<file path="src/rtl/reg_bank_access_arbiter.sv">
// Arbitrates two requesters (control FSM on A, debug/scan on B) onto the single-bus 8x16 register bank.
// Optional REGBANK_ARB_R0_PROTECT_EN: port-B writes to register 0 are rejected with b_err.
module reg_bank_access_arbiter #(
  parameter int unsigned DW     = 16,
  parameter int unsigned AW     = 3,
  parameter int unsigned A_PRIO = 0
) (
  input  logic          clk,
  input  logic          rst_n,
  input  logic          a_req,
  input  logic          a_we,
  input  logic [AW-1:0] a_addr,
  input  logic [DW-1:0] a_wdata,
  output logic [DW-1:0] a_rdata,
  output logic          a_done,
  input  logic          b_req,
  input  logic          b_we,
  input  logic [AW-1:0] b_addr,
  input  logic [DW-1:0] b_wdata,
  output logic [DW-1:0] b_rdata,
  output logic          b_done,
  output logic          b_err,
  output logic [DW-1:0] bank_z,
  output logic [AW-1:0] bank_reg_no,
  output logic          bank_ld,
  output logic          bank_t,
  input  logic [DW-1:0] bank_x,
  output logic          busy
);

  typedef enum logic [1:0] {
    S_IDLE = 2'd0,
    S_XFER = 2'd1,
    S_DONE = 2'd2
  } state_t;

  state_t state_q, state_d;
  logic   rr_q, rr_d;       // 0: A wins a tie, 1: B wins a tie
  logic   we_q, we_d;
  logic   port_q, port_d;   // 0: A owns the access, 1: B

  logic [DW-1:0] bank_z_d, a_rdata_d, b_rdata_d;
  logic [AW-1:0] bank_reg_no_d;
  logic          bank_ld_d, bank_t_d, a_done_d, b_done_d, busy_d;
  logic          grant_b, sel_we;
  logic [AW-1:0] sel_addr;
  logic [DW-1:0] sel_wdata;
`ifdef REGBANK_ARB_R0_PROTECT_EN
  logic          b_err_d;
`endif

  // State and registered outputs; bank_reg_no/bank_z double as the latched addr/wdata
  always_ff @(posedge clk or negedge rst_n) begin
    if (!rst_n) begin
      state_q     <= S_IDLE;
      rr_q        <= 1'b0;
      we_q        <= 1'b0;
      port_q      <= 1'b0;
      bank_z      <= '0;
      bank_reg_no <= '0;
      bank_ld     <= 1'b0;
      bank_t      <= 1'b0;
      a_rdata     <= '0;
      b_rdata     <= '0;
      a_done      <= 1'b0;
      b_done      <= 1'b0;
      busy        <= 1'b0;
    end else begin
      state_q     <= state_d;
      rr_q        <= rr_d;
      we_q        <= we_d;
      port_q      <= port_d;
      bank_z      <= bank_z_d;
      bank_reg_no <= bank_reg_no_d;
      bank_ld     <= bank_ld_d;
      bank_t      <= bank_t_d;
      a_rdata     <= a_rdata_d;
      b_rdata     <= b_rdata_d;
      a_done      <= a_done_d;
      b_done      <= b_done_d;
      busy        <= busy_d;
    end
  end

`ifdef REGBANK_ARB_R0_PROTECT_EN
  always_ff @(posedge clk or negedge rst_n) begin
    if (!rst_n) b_err <= 1'b0;
    else        b_err <= b_err_d;
  end
`else
  assign b_err = 1'b0;
`endif

  // Next state, arbitration and next output values
  always_comb begin
    state_d       = state_q;
    rr_d          = rr_q;
    we_d          = we_q;
    port_d        = port_q;
    bank_z_d      = bank_z;
    bank_reg_no_d = bank_reg_no;
    bank_ld_d     = 1'b0;
    bank_t_d      = 1'b0;
    a_rdata_d     = a_rdata;
    b_rdata_d     = b_rdata;
    a_done_d      = 1'b0;
    b_done_d      = 1'b0;
`ifdef REGBANK_ARB_R0_PROTECT_EN
    b_err_d       = 1'b0;
`endif
    if (A_PRIO != 0) grant_b = b_req && !a_req;
    else             grant_b = b_req && (!a_req || rr_q);
    sel_we    = grant_b ? b_we    : a_we;
    sel_addr  = grant_b ? b_addr  : a_addr;
    sel_wdata = grant_b ? b_wdata : a_wdata;

    unique case (state_q)
      S_IDLE: begin
        if (a_req || b_req) begin
          rr_d   = !grant_b;
          we_d   = sel_we;
          port_d = grant_b;
`ifdef REGBANK_ARB_R0_PROTECT_EN
          if (grant_b && sel_we && (sel_addr == '0)) begin
            state_d  = S_DONE;
            b_done_d = 1'b1;
            b_err_d  = 1'b1;
          end else
`endif
          begin
            state_d       = S_XFER;
            bank_reg_no_d = sel_addr;
            bank_ld_d     = sel_we;
            bank_t_d      = !sel_we;
            if (sel_we) bank_z_d = sel_wdata;
          end
        end
      end
      S_XFER: begin
        state_d = S_DONE;
        if (!we_q) begin
          if (port_q) b_rdata_d = bank_x;
          else        a_rdata_d = bank_x;
        end
        if (port_q) b_done_d = 1'b1;
        else        a_done_d = 1'b1;
      end
      S_DONE:  state_d = S_IDLE;
      default: state_d = S_IDLE;
    endcase

    busy_d = (state_d != S_IDLE);
  end

endmodule

</file>
<file path="config.mk">
export PLATFORM = sky130hd
export DESIGN_NAME = reg_bank_access_arbiter
export DESIGN_NICKNAME = d
export VERILOG_FILES = /design/src/rtl/reg_bank_access_arbiter.sv
export SDC_FILE = /design/constraint.sdc
export NUM_CORES = 1
export LEC_CHECK = 0
export CAP_MARGIN = 20
export CORE_MARGIN = 10
export CORE_UTILIZATION = 42
export CTS_BUF_LIST = sky130_fd_sc_hd__clkbuf_4 sky130_fd_sc_hd__clkbuf_8 sky130_fd_sc_hd__clkbuf_16
export DETAILED_ROUTE_END_ITERATION = 8
export HOLD_SLACK_MARGIN = 0.15
export PLACE_DENSITY_LB_ADDON = 0.08
export SYNTH_ARGS = -nofsm -noshare
export SYNTH_HDL_FRONTEND = slang
export SYNTH_SLANG_ARGS = --single-unit
</file>
<file path="constraint.sdc">
create_clock -name clk -period 1.9 [get_ports clk]
set_clock_uncertainty 0.15 [all_clocks]
set_input_delay 0.38 -clock clk [delete_from_list [all_inputs] [get_ports clk]]
set_output_delay 0.38 -clock clk [all_outputs]
set_load 0.01 [all_outputs]
</file>
==> summary.txt <==
Clock tree
  – Cts bufs inserted: 9
  – Hold buffers post-CTS: 1
  – CTS max path bufs: 2
  – H-tree levels: 3
  – Post-CTS Setup Inserts: 0
  – CTS clk-pin slew, worst paths: 70 ps
  – CTS root buf: clkbuf_8
  – CTS tree: built
  – Clk Latency, worst-skew pair: 320 ps
  – Count of cells resized by post-cts repair: 0
  – Num Clock Sinks: 61

Worst setup path
  – Crit path cell chain: clkdlybuf4s50_1
  – Crit start category: register
  – CP max stage delay: 580 ps
  – Critical path buffers and inverters: 1
  – CP required: 1370 ps
  – Crit path capture type: output pin
  – Reg2reg path depth: 4
  – Worst r2r src: state_q[1]
  – Worst reg2reg setup slack: 250 ps
  – Critical Path AT: 1260 ps
  – Reg2reg end: a_rdata[10]
  – Crit-path leading delay family: buffers and inverters
  – Slowest-stage cell, CP: clkdlybuf4s50_1
  – Max Fanout on Critical Path: 2
  – Critical path class: reg2out

Drt
  – Final wirelength: 7640 um
  – First DRT Iteration DRCs: 39
  – Via density: 5.26
  – Drt wl/cell: 18.2 um
  – Post-DRT Antenna Nets: 0
  – Via Count: 2211
  – DRC violations left: 0
  – Detailed Routing Iterations Pass 1: 4

Floorplan
  – DIE WIDTH: 100 um
  – Starting Density: 43.0%
  – Die Ht: 100 um
  – Site row count: 29
  – Core ar.: 6310 um^2
  – Die ar.: 10100 um^2
  – Ports: 117

Placement
  – Dpl cells: 404
  – Routability cong.: 0.867
  – Dpl cell area: 4030 um^2
  – Buffers on Ports: 115
  – Dpl hpwl: 5750 um

Synthesis
  – Top FF cell, synth: dfrtp_1
  – Post-synth EDFFs: 0
  – Unique masters post-synth: 35
  – Synth top cells by count: dfrtp_1 (61), mux2_2 (32), inv_1 (20)
  – Syn Area/Cell: 12.6 um^2
  – Leading area contributor after synthesis: dfrtp_1
  – Syn nets: 275
  – Part of the Yosys area used for sequential elements: 56.3%
  – Yosys warnings: 0
  – Seq cells post-synth: 61
  – Syn Inst Count: 215
  – Cell Area, Synth: 2710 um^2
  – Ys async rst share: 100%
  – Share of the synthesized area in the top cell type: 56.3%
  – Top post-synthesis cells by area: dfrtp_1 (56%), mux2_2 (13%), a221oi_2 (5.5%), a41oi_1 (5.2%), nor3_1 (3.0%)
  – Top-count cell post-synth: dfrtp_1

Final layout
  – Share of cells above drive strength 1: 22.7%
  – Final Cell Area: 4280 um^2
  – Sequential cell area: 1530 um^2
  – Core Util, Final: 67.7%
  – Fillers: 496
  – Multi-input logic area: 1000 um^2
  – Fin cells: 420
  – Area growth syn-to-layout: 57.7%
  – Layout Nets: 399
  – Antenna Cells: 0

Global route
  – Vias in the first global route: 2366
  – Grt ovf: 0
  – Initial antenna violation count: 0
  – GRT Total Usage: 15.3%
  – First-pass GRT wire length: 12400 um
  – Pin count of the biggest net entering global routing: 33

STA
  – Final worst path period need: 1790 ps
  – Final hold slack: 356 ps
  – RSZ-0062 raised after global routing: no
  – Slew Limit Fails: 0
  – Period utilisation layout: 94.5%
  – Final setup violation count: 0
  – Max Clk Rate: 557 MHz
  – Final Hold Vio Count: 0

Worst hold path
  – Hold_sp: a_rdata[13]
  – Hold path depth: 1
  – Hold Path Class: reg2reg
  – Hold Path End: a_rdata[13]

Pwr
  – Pleak: 0.00179 uW
  – Pwr Density: 1590 nW/um^2
  – Worst IR Drop VDD: 0.860 mV
  – Overall power: 6800 uW

Job
  – Max-cap viol count: 0

Status
  – Status: complete, no violations
## logic make-up after synthesis
group,after synthesis,share of synthesized area [%]
DFF,61,56.3
AOI/OAI and AO/OA,44,16.1
buffers and inverters,41,6.69
and+or+nand+nor,36,7.57
other,1,0.138
muxes,32,13.3
## area by class of cell
type,instances,area share (%)
Multi-Input combinational cell,113,23.5
Timing Repair Buffer,134,31.4
Clock inverter,3,1.58
Inverter,20,1.76
Sequential cell,61,35.7
Clock buffer,12,3.86
Tap cell,77,2.25
## where the power goes
group | internal, uW | switching (uW)
Sequential | 1940 | 333
Combinational | 1900 | 1300
Clock | 839 | 492
## registers in the layout (all words and copies together) (netlist names), 2 cells and up
name / flops
bank_z: 16
state_q: 2
bank_reg_no: 3
a_rdata: 16
b_rdata: 16
## cell usage in the layout (no fill, tap or decap), drive strengths merged, types with 2 or more instances in the layout
master / n
a21oi: 3
a221o: 2
a221oi: 16
a41oi: 16
and3: 2
buf: 19
bufinv: 2
clkbuf: 12
clkdlybuf4s50: 114
dfrtp: 61
inv: 20
mux2: 32
nand2: 2
nand2b: 2
nor2: 3
nor2b: 2
nor3: 17
o2111a: 2
or2: 2
## through the flow
step                      worst slack [ps]  setup TNS [ps]
after floorplan                        169               0
after global placement               -56.1            -642
after detailed placement              -128           -1430
after CTS                             90.5               0
after global routing                  59.1               0
final                                  105               0
## routing by layer
metal	global-route usage (%)	share of wire, %
met1	19.2	41
met2	23.2	48
met3	6.80	10
met4	4.24	0.95
met5	0	0
## worst max path at each step
stage,from,cells past startpoint,to,slack (ps)
after floorplan,state_q[1],4,a_rdata[10],170
after global placement,b_req,5,bank_z[3],-60
after detailed placement,b_req,5,bank_z[4],-130
after CTS,bank_z[9],1,bank_z[9],90
after global routing,bank_z[9],1,bank_z[9],60
final,bank_z[9],1,bank_z[9],110
Power figures use the tool's default switching activity.
